### src/rtl/program_decoder_pkg.sv
// Shared types and constants for the program block decoder.
// State encoding, header byte offsets and block type codes.
package program_decoder_pkg;

  typedef enum logic [2:0] {
    IDLE,
    H_LEN,
    H_AHI,
    H_ALO,
    H_TYPE,
    DATA
  } state_t;

  localparam int HDR_LEN   = 0;
  localparam int HDR_AHI   = 1;
  localparam int HDR_ALO   = 2;
  localparam int HDR_TYPE  = 3;
  localparam int HDR_BYTES = 4;

  localparam logic [7:0] BLK_TYPE_DATA = 8'h00;

endpackage

### src/rtl/program_block_decoder.sv
// Walks a byte-wide program ROM and decodes one block per accepted start.
// Ports: clk, rst (sync, active-high); prog_addr/prog_data to the ROM;
// start/ready/done handshake; block_length, block_address, block_type,
// block_data[] decoded fields. Macro PROGRAM_DECODER_DATA_CLEAR_EN zeroes
// block_data when a start is accepted.
module program_block_decoder
  import program_decoder_pkg::*;
#(
  parameter int PROGRAM_SIZE        = 64,
  parameter int DATA_BLOCK_MAX_SIZE = 128,
  localparam int PROG_ADDR_BITS     = $clog2(PROGRAM_SIZE)
) (
  input  logic                      clk,
  input  logic                      rst,
  output logic [PROG_ADDR_BITS-1:0] prog_addr,
  input  logic [7:0]                prog_data,
  input  logic                      start,
  output logic                      ready,
  output logic                      done,
  output logic [7:0]                block_length,
  output logic [15:0]               block_address,
  output logic [7:0]                block_type,
  output logic [7:0]                block_data [DATA_BLOCK_MAX_SIZE]
);

  localparam logic [PROG_ADDR_BITS-1:0] LAST_ADDR =
    PROG_ADDR_BITS'(PROGRAM_SIZE - 1);

  state_t state;
  logic [7:0] cnt;
  logic [PROG_ADDR_BITS-1:0] next_addr;

  // ROM pointer wraps at the end of the image
  always_comb begin
    next_addr = prog_addr + 1'b1;
    if (prog_addr == LAST_ADDR)
      next_addr = '0;
  end

  always_ff @(posedge clk) begin
    if (rst) begin
      state         <= IDLE;
      prog_addr     <= '0;
      ready         <= 1'b1;
      done          <= 1'b0;
      block_length  <= '0;
      block_address <= '0;
      block_type    <= '0;
      cnt           <= '0;
      for (int i = 0; i < DATA_BLOCK_MAX_SIZE; i++)
        block_data[i] <= '0;
    end else begin
      unique case (state)
        IDLE: begin
          if (start) begin
            state <= H_LEN;
            ready <= 1'b0;
            done  <= 1'b0;
`ifdef PROGRAM_DECODER_DATA_CLEAR_EN
            for (int i = 0; i < DATA_BLOCK_MAX_SIZE; i++)
              block_data[i] <= '0;
`endif
          end
        end
        H_LEN: begin
          block_length <= prog_data;
          prog_addr    <= next_addr;
          state        <= H_AHI;
        end
        H_AHI: begin
          block_address[15:8] <= prog_data;
          prog_addr           <= next_addr;
          state               <= H_ALO;
        end
        H_ALO: begin
          block_address[7:0] <= prog_data;
          prog_addr          <= next_addr;
          state              <= H_TYPE;
        end
        H_TYPE: begin
          block_type <= prog_data;
          prog_addr  <= next_addr;
          cnt        <= '0;
          if (block_length == 8'd0) begin
            state <= IDLE;
            ready <= 1'b1;
            done  <= 1'b1;
          end else begin
            state <= DATA;
          end
        end
        DATA: begin
          // bytes past the store depth still advance the pointer
          for (int i = 0; i < DATA_BLOCK_MAX_SIZE; i++)
            if (int'(cnt) == i)
              block_data[i] <= prog_data;
          prog_addr <= next_addr;
          cnt       <= cnt + 8'd1;
          if (cnt == block_length - 8'd1) begin
            state <= IDLE;
            ready <= 1'b1;
            done  <= 1'b1;
          end
        end
        default: begin
          state <= IDLE;
          ready <= 1'b1;
        end
      endcase
    end
  end

endmodule

### config.mk
export PLATFORM = sky130hd
export DESIGN_NAME = program_block_decoder
export DESIGN_NICKNAME = d
export VERILOG_FILES = /design/src/rtl/program_decoder_pkg.sv /design/src/rtl/program_block_decoder.sv
export SDC_FILE = /design/constraint.sdc
export NUM_CORES = 2
export LEC_CHECK = 0
export BUFFER_PORTS_ARGS = -buffer_cell sky130_fd_sc_hd__buf_2
export CORE_AREA = 3 3 416 418
export DETAILED_ROUTE_END_ITERATION = 12
export DIE_AREA = 0 0 419 421
export HOLD_SLACK_MARGIN = 0.03
export SYNTH_ARGS = -nofsm -noshare
export SYNTH_HDL_FRONTEND = slang
export SYNTH_SLANG_ARGS = --single-unit
### constraint.sdc
create_clock -name clk -period 2.8 [get_ports clk]
set_input_delay 0.42 -clock clk [delete_from_list [all_inputs] [get_ports clk]]
set_output_delay 0.42 -clock clk [all_outputs]
set_load 0.05 [all_outputs]
* Word level (Yosys, flattened, before mapping)
Cells that the tools add are included.
** Cells by class
- Multiply operators :: 0
- Reductions and logical operators :: 138
- Equality and inequality tests :: 137
- Divide/modulo/power cells :: 0
- Mux-type cells :: 11
- Shift operators :: 0
- Add/subtract/negate cells :: 3
- Bitwise logic cells :: 1
- Order comparisons :: 0
** Operators by type and width (number)
- $eq 8x8->1 const B :: 64
- $reduce_and 2->1 :: 129
- $eq 8x7->1 const B :: 32
- $eq 8x6->1 const B :: 16
- $eq 8x5->1 const B :: 8
- $eq 8x4->1 const B :: 4
- $pmux 3 s6 :: 1
- $eq 8x3->1 const B :: 2
- $logic_not 8->1 :: 2
- $pmux 8 s2 :: 1
- $mux 3 :: 3
- $add 8x1->8 const B :: 1
- $eq 8x2->1 const B :: 1
- $eq 8x8->1 :: 1
- $reduce_and 4->1 :: 2
- $sub 8x1->8 const B :: 1
- $add 6x1->6 const B :: 1
- $eq 3x2->1 const B :: 2
- $eq 3x3->1 const B :: 2
- $eq 6x6->1 const B :: 1
- $mux 6 :: 1
- $ne 2x2->1 const B :: 3
- $reduce_or 5->1 :: 1
- $pmux 1 s4 :: 1
- other kinds (8) :: 10
** Storage, ports and cells
- Word-level logic and storage cells :: 427
- ROM bits :: 0
- Bits of input ports :: 11
- Output and inout bits :: 1064
- Bits in latches :: 0
- Bits in registers :: 1075
- RAM bits :: 0
- Memories kept :: 0

* Depth between registers and ports, before layout
- Depth after elaboration :: 4
- Gate-level depth with buffers :: 8
- Depth with buffers taken out :: 7

* Worst setup path before layout
OpenSTA, ideal clock, no wires.
- Kind :: register to register
- Start point :: register block_length[0]
- End point :: register state[0]
- Path slack :: 402 ps
- Clock period less this slack :: 2398 ps
- Arrival time :: 2252 ps
- Buffers on the path :: 0
- Stages on the path, launching flop included :: 8
- Data required time :: 2655 ps
- Library setup time :: 145 ps
- Cell sequence :: dfxtp_1 inv_1 ha_1 o21ba_2 a221oi_1 a41oi_1 o41ai_1 a221oi_1
** On the way
- Longest elaborated chain between the ends :: 4
- Elaborated cells between the ends (all ways) :: 7
- Classes of those cells :: add/sub: 1; eq/ne: 2; mux: 2; reduce/logical: 2
** RTL lines
- start: declaration :: RTL line program_block_decoder.sv:20 : output logic [7:0] block_length,
- start signal: assignment :: RTL line program_block_decoder.sv:66 : block_length <= prog_data;
- $sub 8x1->8 :: RTL line program_block_decoder.sv:99 : if (cnt == block_length - 8'd1) begin
- $eq 8x8->1 :: RTL line program_block_decoder.sv:99
- $ne 2x2->1 (no source line)
- $reduce_and 2->1 (no source line)
- end signal: assignment :: RTL line program_block_decoder.sv:89 : state <= DATA;
- end signal: assignment :: RTL line program_block_decoder.sv:100 : state <= IDLE;
- end signal: assignment :: RTL line program_block_decoder.sv:106 : state <= IDLE;
- end: declaration :: RTL line program_block_decoder.sv:29 : state_t state;
Several ways; a longest one is shown, not always the timed one.
A chain may end at the register's enable or synchronous reset.

* Worst setup path in the final report
Same ends and word-level chain as after synthesis.

==> reports/qor.yml <==
outcome: "finished clean"
highest_clock_rate_mhz: 389
max_capacitance_violation_count: 0
wl_per_cell_um: 22.2
path_cells: "inv_1 > ha_1 > o21ba_2 > a221oi_1 > a41oi_1 > o41ai_1 > a221oi_1"
worst_path_largest_cell_delay_ns: 0.61
postSynth.topFlopCell: "sky130_fd_sc_hd__dfxtp_1"
area_growth_syn_to_layout_pct: 31.8
logic_gate_share_of_total_power_pct: 4.1
slew_headroom_pct: 40.9
top_library_cells_by_usage_in_the_layout_fill_and_taps_aside: "sky130_fd_sc_hd__dfxtp_1, sky130_fd_sc_hd__buf_2, sky130_fd_sc_hd__nand2_1"
cts-root-to-sink-buffers: 3
drt-pass1-iter-count: 8
netSwitchingFraction_pct: 23.6
crit_top_cell: "sky130_fd_sc_hd__a221oi_1"
grt.total_usage_pct: 19.5
synth_simple_gate_area_share_pct: 24.9
synth.yosys.warnings: 0
mostFrequentLayoutCell: "sky130_fd_sc_hd__dfxtp_1"
cp_data_required_time_ns: 3.39
worstPathMaxFanout: 6
timing.final.crit_share_pct: 91.8
crit_path_start_kind: "flop"
synthesis.instances: 4860
setup_viol: 0
synth.lib_cells_used.distinct: 53
dpl.hpwl_um: 127000
totalNegativeSetupSlack_ns: 0
cts_post_setup_buffers_inserted: 0
synth_enable_flop_cells: 0
tritoncts_clock_tree: "done"
dr.first_iter.drc_count: 3521
clkSlewWorstSetupHoldPaths_ns: 0.07
whs_ns: 0.135
share_of_final_layout_standard_cells_stronger_than_drive_strength_1_pct: 26.1
die_h_um: 421
power.clock.fraction_pct: 49.3
adder_and_majority_cell_fraction_of_the_synthesized_area_pct: 0.220
grt-ovfl-total: 0
fp.coreArea_um2: 169000
drt_wl_total_um: 180000
synthMuxAreaShare_pct: 3.82
design.final.nets: 5818
clockRootBuffer: "sky130_fd_sc_hd__clkbuf_16"
synth.net_count: 4878
core.rowCount: 151
die_outline_width_um: 419
syn_area_per_cell_um2: 8.21
grt_first_pass_wirelength_um: 259000
total_i_o_pin_count: 1075
clkSinkCount: 1075
tightest_slew_ns: 0.887
timing.clock.skew_ns: 0.0472
power.density_nw_per_um2: 627
number_of_antenna_violations_at_the_first_check_in_global_routing: 4
gp_congestion: 0.871
timing.final.max_slew_violations: 0
synth_top_family_by_area: "simple AND/OR/NAND/NOR gates"
net-switching-power_uw: 7780
route.vias.total: 39400
synth_seq_cells: 1075
port-buffer-count: 1074
synth_xor_xnor_area_share_pct: 0.307
mappedNetlistArea_um2: 39900
cts_max_level: 3
dpl.cell_count: 7896
synth_compound_gate_area_share_pct: 11.8
critPathArrivalTime_ns: 3.16
min-delay-path-class: "primary input to flop"
grt_pass1_vias: 37000
timing_worst_setup_path_type: "flop to flop"
vias_per_cell: 4.86
power.sequential.fraction_pct: 46.6
peakVddDrop_mv: 0.530
timing.critical_path.slowest_stage_cell: "sky130_fd_sc_hd__o41ai_1"
tritoncts.num_buffers: 117
total_leakage_power_uw: 0.0208
cellInternalPower_uw: 25200
drc: 0
clk-insertion-delay-late_ns: 0.77
stdcell_count: 8119
grt_start_max_net_pins: 151
synth_sequential_area_ratio_pct: 54.0
post_route_ant_nets: 0
share_of_synthesized_registers_carrying_an_async_set_or_reset_pct: 0
post-route-min-period_ns: 2.57
start_util_pct: 23.5
floorplan.die_area_um2: 176000
unrepaired_setup_endpoints_after_global_routing: "no"
total_count_of_hold_check_failures_in_the_final_report: 0
critPathCaptureType: "flop"
==> final cells by class <==
| type | instances | area, um2 |
|---|---|---|
| Antenna cell | 3 | 7.51 |
| Clock buffer | 169 | 3480 |
| Clock inverter | 48 | 597 |
| Fill cell | 17800 | 117000 |
| Inverter | 12 | 45.0 |
| Multi-Input combinational cell | 3310 | 16500 |
| Sequential cell | 1075 | 21500 |
| Tap cell | 2218 | 2780 |
| Timing Repair Buffer | 1284 | 7680 |
==> stage by stage <==
stage / util (%) / setup WS [ns] / cell area, um2 / total power (uW)
after global routing: 31.0 / 0.0900 / 52600 / 34000
after global placement: 28.6 / 0.279 / 48500 / 17100
after floorplan: - / 0.402 / 39900 / 16500
after detailed placement: 28.6 / 0.265 / 48500 / 17100
after CTS: 31.0 / 0.251 / 52600 / 33300
final: 31.0 / 0.230 / 52600 / 33000
==> cells by family (layout without fill, tap and decap cells) <==
kind of cell             Yosys count  in the layout
AND/OR/NAND/NOR                 2203           2203
XOR/XNOR                          14             14
adder cells (fa/ha/maj)            7              7
buffers and inverters            475           1513
AO/OA/AOI/OAI                    934            934
multiplexers                     152            152
flip-flops                      1075           1075
other                              0              3
==> repair_timing <==
action,4_1_cts,5_1_grt
hold endpoints to repair,9,0
gates resized for setup,0,0
hold buffers,3,0
==> synth_stat cells (2+ instances only) <==
master / instances / area share (%)
sky130_fd_sc_hd__and2_1: 2 / 0.031
sky130_fd_sc_hd__and3_1: 5 / 0.078
sky130_fd_sc_hd__nor2_1: 177 / 1.7
sky130_fd_sc_hd__ha_1: 7 / 0.22
sky130_fd_sc_hd__dfxtp_1: 1075 / 54
sky130_fd_sc_hd__a221oi_1: 2 / 0.044
sky130_fd_sc_hd__buf_1: 26 / 0.24
sky130_fd_sc_hd__buf_4: 21 / 0.40
sky130_fd_sc_hd__nand2b_1: 9 / 0.14
sky130_fd_sc_hd__clkbuf_1: 319 / 3.0
sky130_fd_sc_hd__nand3_1: 901 / 11
sky130_fd_sc_hd__a21oi_1: 916 / 11
sky130_fd_sc_hd__nor3_2: 10 / 0.25
sky130_fd_sc_hd__nand2_1: 1021 / 9.6
sky130_fd_sc_hd__o21ai_0: 4 / 0.050
sky130_fd_sc_hd__nor3_1: 8 / 0.10
sky130_fd_sc_hd__buf_2: 96 / 1.2
sky130_fd_sc_hd__xnor2_1: 5 / 0.11
sky130_fd_sc_hd__xor2_1: 9 / 0.20
sky130_fd_sc_hd__and4_1: 2 / 0.044
sky130_fd_sc_hd__nor4_1: 2 / 0.031
sky130_fd_sc_hd__a21o_1: 2 / 0.038
sky130_fd_sc_hd__nand4_1: 2 / 0.031
sky130_fd_sc_hd__nor2_2: 12 / 0.19
sky130_fd_sc_hd__nor3_4: 12 / 0.49
sky130_fd_sc_hd__nand3b_1: 2 / 0.038
sky130_fd_sc_hd__nor3b_1: 2 / 0.038
sky130_fd_sc_hd__inv_1: 12 / 0.11
sky130_fd_sc_hd__and4b_1: 2 / 0.050
sky130_fd_sc_hd__nand2_2: 17 / 0.27
sky130_fd_sc_hd__mux2i_1: 151 / 3.8
sky130_fd_sc_hd__nor2b_1: 5 / 0.078
sky130_fd_sc_hd__nand4_4: 4 / 0.21
==> final timing paths <==
kind,to,startpoint,cells after the start,slack [ns]
max,state[0],block_length[0],7,0.23
min,block_data[941],prog_data[5],3,0.14
max reg2reg,state[0],block_length[0],7,0.23
min reg2reg,block_data[125],block_data[125],2,0.45
==> sequential cells by signal, summed over array words and instances (netlist names) <==
name,cells
block_type,8
ready,1
block_data,1024
prog_addr,6
block_address,16
block_length,8
state,3
done,1
cnt,8
==> power by group through the flow <==
stage	registers (uW)	logic, uW	clock network (uW)
6_report	15400	1360	16300
5_1_grt	15400	1420	17200
4_1_cts	15400	1360	16600
3_5_place_dp	15700	1350	0
3_3_place_gp	15700	1340	0
2_1_floorplan	15800	652	0
==> layer usage <==
layer	track usage, %	part of all wire [%]	routed length (um)	vias up
met5	0	0	0	-
met4	10.5	6.0	10800	0
met3	3.75	7.3	13100	400
met2	32.4	47	85100	1837
met1	23.7	40	71200	18800
li1	-	-	-	18400
==> worst max-delay path: cells and delay by family, from the launching register on <==
family                   cells  cell delay (ns)
buffers and inverters        1             0.13
flip-flops                   1             0.48
AO/OA/AOI/OAI                5             1.50
adder cells (fa/ha/maj)      1             0.28
Note: power is estimated with default switching activity, not from simulation.
